--- src/rtl/serial_comparator.sv ---
// serial_comparator
//   Multi-cycle magnitude comparator. Two WIDTH-bit operands are latched on a
//   start request and scanned DIGIT bits per cycle, MSB first, so a wide
//   compare never sits in one combinational path. The first differing digit
//   decides lt/gt; if no digit differs the result is eq.
//   Signed compares are turned into unsigned ones by inverting the MSB of both
//   operands when they are latched (offset-binary trick).
//
//   Optional build macro: SERIAL_CMP_EARLY_EXIT_EN
//     defined   - leave RUN on the edge that records the first differing digit
//     undefined - always scan all NDIG digits (data-independent latency)
//
// Ports
//   clk          in   1      rising-edge clock
//   rst          in   1      asynchronous active-high reset
//   start        in   1      compare request, sampled only in IDLE
//   signed_mode  in   1      1 = two's-complement compare, sampled with start
//   a, b         in   WIDTH  operands, sampled with start
//   busy         out  1      high in RUN and DONE
//   done         out  1      one-cycle pulse, result valid from this cycle
//   lt, eq, gt   out  1      result flags, held until the next done
module serial_comparator #(
  parameter int WIDTH = 8,
  parameter int DIGIT = 2
) (
  input  logic             clk,
  input  logic             rst,
  input  logic             start,
  input  logic             signed_mode,
  input  logic [WIDTH-1:0] a,
  input  logic [WIDTH-1:0] b,
  output logic             busy,
  output logic             done,
  output logic             lt,
  output logic             eq,
  output logic             gt
);

  localparam int NDIG = WIDTH / DIGIT;
  localparam int CW   = (NDIG > 1) ? $clog2(NDIG) : 1;
  localparam logic [WIDTH-1:0] MSB_MASK = {1'b1, {(WIDTH-1){1'b0}}};

  typedef enum logic [1:0] {
    IDLE = 2'd0,
    RUN  = 2'd1,
    DONE = 2'd2
  } state_t;

  state_t           state_r, state_s;
  logic [WIDTH-1:0] sa_r, sa_s;
  logic [WIDTH-1:0] sb_r, sb_s;
  logic [CW-1:0]    cnt_r, cnt_s;
  logic             dec_r, dec_s;     // a differing digit has been seen
  logic             dgt_r, dgt_s;     // direction of that digit: 1 = a > b
  logic             busy_r, done_r, lt_r, eq_r, gt_r;
  logic             lt_s, eq_s, gt_s;

  logic [DIGIT-1:0] da_s, db_s;
  logic             diff_s, last_s, finish_s;

  assign da_s   = sa_r[WIDTH-1 -: DIGIT];
  assign db_s   = sb_r[WIDTH-1 -: DIGIT];
  assign diff_s = (da_s != db_s);
  assign last_s = (cnt_r == CW'(NDIG - 1));

`ifdef SERIAL_CMP_EARLY_EXIT_EN
  // Stop as soon as the deciding digit is recorded.
  assign finish_s = last_s | (~dec_r & diff_s);
`else
  assign finish_s = last_s;
`endif

  // Next-state, datapath and result logic.
  always_comb begin
    state_s = state_r;
    sa_s    = sa_r;
    sb_s    = sb_r;
    cnt_s   = cnt_r;
    dec_s   = dec_r;
    dgt_s   = dgt_r;
    lt_s    = lt_r;
    eq_s    = eq_r;
    gt_s    = gt_r;
    case (state_r)
      IDLE: begin
        if (start) begin
          state_s = RUN;
          sa_s    = signed_mode ? (a ^ MSB_MASK) : a;
          sb_s    = signed_mode ? (b ^ MSB_MASK) : b;
          cnt_s   = '0;
          dec_s   = 1'b0;
          dgt_s   = 1'b0;
        end else begin
          state_s = IDLE;
        end
      end
      RUN: begin
        sa_s  = sa_r << DIGIT;
        sb_s  = sb_r << DIGIT;
        cnt_s = cnt_r + CW'(1);
        // Only the first differing digit may set the direction.
        dec_s = dec_r | diff_s;
        dgt_s = dec_r ? dgt_r : (da_s > db_s);
        if (finish_s) begin
          state_s = DONE;
          eq_s    = ~dec_s;
          gt_s    = dec_s & dgt_s;
          lt_s    = dec_s & ~dgt_s;
        end else begin
          state_s = RUN;
        end
      end
      DONE: begin
        state_s = IDLE;
      end
      default: begin
        state_s = IDLE;
      end
    endcase
  end

  // State, datapath and registered outputs.
  always_ff @(posedge clk or posedge rst) begin
    if (rst) begin
      state_r <= IDLE;
      sa_r    <= '0;
      sb_r    <= '0;
      cnt_r   <= '0;
      dec_r   <= 1'b0;
      dgt_r   <= 1'b0;
      busy_r  <= 1'b0;
      done_r  <= 1'b0;
      lt_r    <= 1'b0;
      eq_r    <= 1'b0;
      gt_r    <= 1'b0;
    end else begin
      state_r <= state_s;
      sa_r    <= sa_s;
      sb_r    <= sb_s;
      cnt_r   <= cnt_s;
      dec_r   <= dec_s;
      dgt_r   <= dgt_s;
      busy_r  <= (state_s != IDLE);
      done_r  <= (state_s == DONE);
      lt_r    <= lt_s;
      eq_r    <= eq_s;
      gt_r    <= gt_s;
    end
  end

  assign busy = busy_r;
  assign done = done_r;
  assign lt   = lt_r;
  assign eq   = eq_r;
  assign gt   = gt_r;

endmodule

--- config.mk ---
export PLATFORM = sky130hd
export DESIGN_NAME = serial_comparator
export DESIGN_NICKNAME = d
export VERILOG_FILES = /design/src/rtl/serial_comparator.sv
export SDC_FILE = /design/constraint.sdc
export NUM_CORES = 1
export LEC_CHECK = 0
export CORE_AREA = 5 5 61 63
export DETAILED_ROUTE_END_ITERATION = 10
export DIE_AREA = 0 0 66 68
export GPL_TIMING_DRIVEN = 1
export PLACE_DENSITY = 0.76
export SYNTH_ARGS = -nofsm -noshare
export SYNTH_HDL_FRONTEND = slang
export SYNTH_SLANG_ARGS = --single-unit
--- constraint.sdc ---
create_clock -name clk -period 2.8 [get_ports clk]
set_input_delay 0.7 -clock clk [delete_from_list [all_inputs] [get_ports clk]]
set_output_delay 0.7 -clock clk [all_outputs]
set_load 0.02 [all_outputs]
# Word-level counts from Yosys, hierarchy flattened
# Index checks and enable logic that the tools add are counted.
[word_totals] reg_bits=27 latchBits=0 ram_bits=0 rom_bits=0 inputBits=20 output_inout_bits=5 word_cells=45 mem_count=0
[op_classes] add_sub_neg=1 multipliers=0 div=0 magnitude_cmp=1 eq_ne=5 shifts=0 mux=15 bitwise=7 reduce_logical=5
[ops] op="two-way mux 8 bit" count=4
[ops] op="case mux 8 bit (2 select lines)" count=2
[ops] op="case mux 2 bit (2 select lines)" count=2
[ops] op="== test 2 bit, second input constant" count=2
[ops] op="two-way mux 2 bit" count=2
[ops] op="inverter 1 bit" count=4
[ops] op="case mux 1 bit (2 select lines)" count=2
[ops] op="AND reduction 2 bit" count=2
[ops] op="nonzero test 2 bit" count=2
[ops] op="two-way mux 1 bit" count=3
[ops] op="adder 2 x 1 -> 2 bit, second input constant" count=1
[ops] op="AND 1 bit" count=2
[ops] op="== test 2 x 1 -> 1 bit, second input constant" count=1
[ops] op="greater-than comparator 2 bit" count=1
[ops] op="zero test 2 bit" count=1
[ops] op="inequality test 2 bit" count=1
[ops] op="inequality test 2 bit, second input constant" count=1
[ops] op="bitwise OR 1 bit" count=1

# Depth between registers and ports, before layout
# Gate-level depths: netlist of the first run.
[depth] depth_word=4 depth_mapped=5 depth_no_buf=5

# Worst setup path before layout of the first run
# Ideal clock, no wire load.
[synth_timing] kind="input port to flip-flop" start="input port start" end="register sa_r[6]" setup_time_ps=82 arrival_ps=1205 t_required_ps=2718 slack_ps=1512 cell_stages=4 n_path_buf=1 path_cell_list="buf_6 o21bai_4 inv_1 o22ai_1"
[synth_between] elab_chain_len=2
[synth_lines] item="start: declaration" line="28" rtl="input logic start,"
[synth_lines] item="inequality test 2 bit (no source line)"
[synth_lines] item="AND reduction 2 bit (no source line)"
[synth_lines] item="end signal: assignment" line="138" rtl="sa_r <= sa_s;"
[synth_lines] item="end: declaration" line="50" rtl="logic [WIDTH-1:0] sa_r, sa_s;"
# No other way between the ends.
# A chain may end at the register's enable or synchronous reset.

# Worst setup path in the final report of the first run
[layout_timing] start="register eq_r, in the netlist eq" end="output port eq"
[layout_rtl] item="start: declaration" line="55" rtl="logic busy_r, done_r, lt_r, eq_r, gt_r;"
[layout_rtl] item="start signal: assignment" line="146" rtl="eq_r <= eq_s;"
[layout_rtl] item="end: declaration" line="35" rtl="output logic eq,"
# No word-level cell between the ends.

==> out/metrics.yaml, run 1 <==
drtAntennaViolNets: 0
vdd.ir_drop.worst_v: 0.000285
post-cts-setup-buffers: 0
finalSetupViolations: 0
core_area_sq_mm: 0.00318
grt_overflow_total: 0
cap_violations: 0
syn2layout_area_growth_pct: 21.1
crit_arrival_ns: 1.30
powerDensity_mw_per_mm2: 937
synth.most_common_cell: "dfrtp_1"
drt_iter0_markers: 62
fin_crit_ns: 2.00
holdBufCountCts: 0
relSlewSlack_pct: 52.2
port_buffers: 24
antenna_found_initial: 0
max_freq_mhz: 500
max_stage_delay_ns: 0.61
cts_tree: "built"
syn_area_sq_mm: 0.00131
grt_max_degree: 28
cp-start-kind: "register"
synth_top_area_cell: "dfrtp_1"
status: "completed"
p_sw_share_pct: 38.8
num-fill-cells: 303
synth.distinct_cells: 26
crit_buf_inv: 1
hold_path_class: "reg2reg"
io_pins: 25
design_area_sq_mm: 0.00159
start_util_pct: 41.3
pre_cts_ws_ns: 0.675
synth_common_cells: "dfrtp_1, a22oi_1, nor2b_1"
diodes: 0
rsz0062_at_grt: "no"
synthTopCellsByArea: "dfrtp_1, a22oi_1, nor2b_1"
vias_per_cell: 5.20
tightestPinTransition_ns: 0.717
grt_pass1_vias: 931
utilization_pct: 50.1
synth_seq_cells: 27
drv_slew: 0
hold_violations: 0
p_int_mw: 0.912
clk_pin_slew_worst_paths_ns: 0.14
cp_slowest_cell: "clkdlybuf4s50_1"
place_congestion: 0.771
period_share_pct: 71.5
grt_usage_pct: 13.4
synth_edf_count: 0
netSwitchingPower_mw: 0.579
reg2reg_depth: 3
die_h_um: 68
postPlaceCellArea_sq_mm: 0.00157
drc: 0
worst-path-stages: 1
min_path_cells: 2
fp.dieArea_sq_mm: 0.00449
clkSinkCount: 27
netlist_instances: 121
fin_ws_ns: 0.799
cts-resized-gates: 0
ys_warn_count: 0
worstPathRequired_ns: 2.10
cts-buffers-inserted: 3
drive_gt1_share_pct: 6.94
combPwrFrac_pct: 41.0
grt_pass1_wl_um: 4530
synthArstFlopShare_pct: 100
vias: 988
h-tree-depth: 1
dr.pass1.iters: 4
end_kind: "output port"
p_total_mw: 1.49
ys_seq_area_share_pct: 51.4
clock_skew_ns: 0.00559
die_w_um: 66
cp_max_fo: 2
clk_path_buf_depth: 2
synth_fp_nets: 144
critical_path.top_delay_family: "buffers and inverters"
finalSetupTns_ns: 0
p_leak_nw: 0.697
p_clk_share_pct: 11.3
synth.avg_cell_area_sq_um: 10.9
clock_tree.root_cell: "clkbuf_4"
crit_path_cell_trace: "clkdlybuf4s50_1"
synth_ff_type: "dfrtp_1"
seqPwrFrac_pct: 47.7
wire_per_inst_um: 14.4
rows: 21
dp_hpwl_um: 1950
criticalPathCategory: "reg2out"
nets: 168
synth_top_area_share_pct: 51.4
worstSkewPairLatency_ns: 0.32
routed_wirelength_um: 2730
[tightest hold or removal path, cell delays in order, from the launching register on]
cell,delay [ns]
dfrtp_1,0.37
nand2_1,0.05
o21ai_0,0.06
[layout make-up]
| class | instances | area [sq um] | area share (%) |
|---|---|---|---|
| Sequential cell | 27 | 676 | 42.5 |
| Timing Repair Buffer | 26 | 255 | 16.0 |
| Inverter | 6 | 22.5 | 1.42 |
| Tap cell | 46 | 57.6 | 3.62 |
| Clock buffer | 4 | 26.3 | 1.65 |
| Multi-Input combinational cell | 81 | 554 | 34.8 |
[path summary, 6_finish.rpt]
check	startpoint	end	slack [ns]
min in group asynchronous	rst	sb_r[1]	0.72
min	lt	lt	0.51
max	eq	eq	0.80
max in group asynchronous	rst	sa_r[6]	1.82
min reg2reg	lt	lt	0.51
max reg2reg	state_r[1]	sa_r[0]	1.12
[metal layers]
metal | part of all wire (%) | global-route usage, % | vias up
met5 | 0 | 0 | -
met4 | 1.5 | 8.12 | 0
met3 | 2.9 | 1.48 | 2
met2 | 48 | 20.5 | 25
met1 | 47 | 18.3 | 485
li1 | - | - | 476
[logic make-up (layout without fill, tap and decap cells)]
family / count (synthesis) / count (layout) / share of synthesized area (%)
compound gates: 46 / 46 / 23.1
simple gates: 29 / 29 / 14.0
flops: 27 / 27 / 51.4
buf+inv: 13 / 36 / 6.38
fa+ha+maj: 3 / 3 / 2.86
xor+xnor: 2 / 2 / 1.33
mux: 1 / 1 / 0.857
[sequential cells by signal, indices dropped and copies added, names as in the netlist]
signal	cells
busy	1
cnt_r	2
dec_r	1
dgt_r	1
done	1
eq	1
gt	1
lt	1
sa_r	8
sb_r	8
state_r	2
[cells in the final DEF (no fill, tap or decap)]
master,instances
a21oi_1,11
a22o_1,5
a22oi_1,14
a32o_1,1
buf_4,2
clkbuf_1,1
clkbuf_4,3
clkdlybuf4s50_1,24
dfrtp_1,27
ha_1,3
inv_1,6
mux2_2,1
nand2_1,8
nand2b_1,1
nand3_1,1
nand3b_1,1
nand3b_4,1
nor2_1,2
nor2b_1,13
nor2b_4,1
nor3b_2,1
o21ai_0,12
o21ai_1,1
o21bai_4,1
o22ai_1,1
xor2_1,2
[power by group through the flow]
stage | Sequential (mW) | Clock, mW | Combinational [mW]
finish | 0.711 | 0.168 | 0.612
global route | 0.734 | 0.194 | 0.682
CTS | 0.711 | 0.170 | 0.617
detailed placement | 0.719 | 0 | 0.613
global placement | 0.707 | 0 | 0.590
floorplan | 0.666 | 0 | 0.500
[stage by stage]
stage / std cells / hold WS (ns)
after CTS: 190 / 0.511
after floorplan: 121 / 0.451
final: 190 / 0.510
after detailed placement: 186 / 0.480
after global routing: 190 / 0.530
after global placement: 186 / 0.464
Power figures use the tool's default switching activity.
==> run 2: changes to the inputs <==
- PLACE_DENSITY: 0.76 -> 0.78
- clock period: 2.8 -> 1.7 ns (I/O delays scaled with it)
==> run 2 against run 1 <==
Effect of this change: combinational power up 78%; core utilization rose by 1.1 points; global-route usage about the same; highest routed layer unchanged; hold slack worse by 0.065 ns; clock skew down 0.0029 ns; count of clock-buffer cells in the layout unchanged; cell area grew 2.2%.
==> out/metrics.yaml, run 2 (synthesis gave the netlist of run 1 again) <==
cap_violations: 0  # unchanged
clkSinkCount: 27  # unchanged
max_stage_delay_ns: 0.40  # -0.21 ns
p_clk_share_pct: 10.7  # -0.6 points
criticalPathCategory: "reg2out"
p_total_mw: 2.45  # +64%
worstPathRequired_ns: 1.27  # -0.83 ns
port_buffers: 24  # unchanged
hold_violations: 0  # unchanged
crit_arrival_ns: 1.03  # -0.27 ns
start_util_pct: 41.3  # unchanged
relSlewSlack_pct: 66.1  # +14 points
vias_per_cell: 5.09  # -2.1%
crit_buf_inv: 1  # unchanged
seqPwrFrac_pct: 44.6  # -3.1 points
fp.dieArea_sq_mm: 0.00449  # unchanged
cp_slowest_cell: "dfrtp_1"
die_w_um: 66  # unchanged
combPwrFrac_pct: 44.7  # +3.7 points
grt_pass1_vias: 1032  # +11%
p_sw_share_pct: 38.4  # -0.42 points
wire_per_inst_um: 13.9  # -3.4%
drv_slew: 0  # unchanged
powerDensity_mw_per_mm2: 1510  # +61%
die_h_um: 68  # unchanged
design_area_sq_mm: 0.00163  # +2.2%
cts-resized-gates: 4  # +4
drc: 0  # unchanged
p_int_mw: 1.51  # +65%
grt_overflow_total: 0  # unchanged
clk_path_buf_depth: 2  # unchanged
vdd.ir_drop.worst_v: 0.000521  # +83%
core_area_sq_mm: 0.00318  # unchanged
io_pins: 25  # unchanged
p_leak_nw: 0.747  # +7.2%
layout_commonest_cell: "dfrtp_1"
syn2layout_area_growth_pct: 23.8
rows: 21  # unchanged
cts-buffers-inserted: 3  # unchanged
clk_pin_slew_worst_paths_ns: 0.13  # about the same
finalSetupViolations: 0  # unchanged
cts_tree: "built"
stdcell_count: 195  # +2.6%
diodes: 0  # unchanged
routed_wirelength_um: 2710  # -0.84%
vias: 993  # +0.51%
status: "completed"
tightestPinTransition_ns: 0.508  # -0.209 ns
grt_pass1_wl_um: 4550  # +0.62%
post-cts-setup-buffers: 0  # unchanged
drt_iter0_markers: 56  # -9.7%
drtAntennaViolNets: 0  # unchanged
place_congestion: 0.782  # +1.5%
top_regs: "sa_r (8), sb_r (8)"
cp_max_fo: 2  # unchanged
final_cell_mix: "dfrtp_1, clkdlybuf4s50_1, a22oi_1, nor2b_1, o21ai_0"
clock_skew_ns: 0.00266  # -0.00293 ns
clock_tree.root_cell: "clkbuf_4"
grt_max_degree: 28  # unchanged
antenna_found_initial: 0  # unchanged
fin_crit_ns: 1.46
crit_path_cell_trace: "dlygate4sd2_1"
holdBufCountCts: 0  # unchanged
period_share_pct: 85.8
rsz0062_at_grt: "no"
grt_usage_pct: 13.4  # +0.019 points
netSwitchingPower_mw: 0.940  # +62%
nets: 173  # +3.0%
cp-start-kind: "register"
finalSetupTns_ns: 0  # unchanged
max_freq_mhz: 686
h-tree-depth: 1  # unchanged
critical_path.top_delay_family: "flip-flops"
worstSkewPairLatency_ns: 0.31  # about the same
postPlaceCellArea_sq_mm: 0.00160  # +2.4%
end_kind: "output port"
hold_path_class: "in2async"
dp_hpwl_um: 2040  # +5.0%
dr.pass1.iters: 4  # unchanged
drive_gt1_share_pct: 10.1  # +3.1 points
placed_cells: 191  # +2.7%
[run 2: cell count changes in the layout (fill, tap and decap cells not counted), sizes merged]
cell / before / now
dlymetal6s2s: 0 / 1
dlygate4sd2: 0 / 4
buf: 2 / 7
clkdlybuf4s50: 24 / 19
[run 2: area by class of cell]
| type | count | area (sq um) |
|---|---|---|
| clock buffer | 4 | 26.3 |
| fill | 303 | 1550 |
| inverter | 6 | 22.5 |
| multi-input combinational | 81 | 554 |
| sequential | 27 | 676 |
| tap | 46 | 57.6 |
| timing repair buffer | 31 | 290 |
[run 2: through the flow]
| stage | setup WS, ns | utilization (%) | hold slack, ns |
|---|---|---|---|
| CTS | 0.00754 | 51.1 | 0.451 |
| floorplan | 0.465 | - | 0.451 |
| global route | 0.175 | 51.2 | 0.463 |
| finish | 0.242 | 51.2 | 0.445 |
| detailed placement | 0.0281 | 50.4 | 0.479 |
| global placement | 0.114 | 50.4 | 0.464 |
[run 2: power by group through the flow]
stage / logic, mW / registers, mW / clock network [mW]
floorplan: 0.824 / 1.10 / 0
global placement: 1.08 / 1.10 / 0
detailed placement: 1.13 / 1.11 / 0
CTS: 1.11 / 1.09 / 0.276
global route: 1.22 / 1.13 / 0.305
finish: 1.09 / 1.09 / 0.263
[run 2: routing by layer]
layer	vias up	global-route usage (%)	routed length, um
met5	-	0	0
met4	0	8.12	55
met3	4	1.81	67
met2	18	22.7	1360
met1	485	16.4	1220
li1	486	-	-
[run 2: path summary, 6_finish.rpt]
path,to,slack [ns],start,cells past startpoint
worst max-delay path,gt,0.24,gt,1
worst min register to register,eq,0.50,eq,2
max in group asynchronous,state_r[1],1.00,rst,3
worst min-delay path,sb_r[7],0.44,rst,3
min in group clk,eq,0.50,eq,2
worst max register to register,gt,0.33,sa_r[7],4
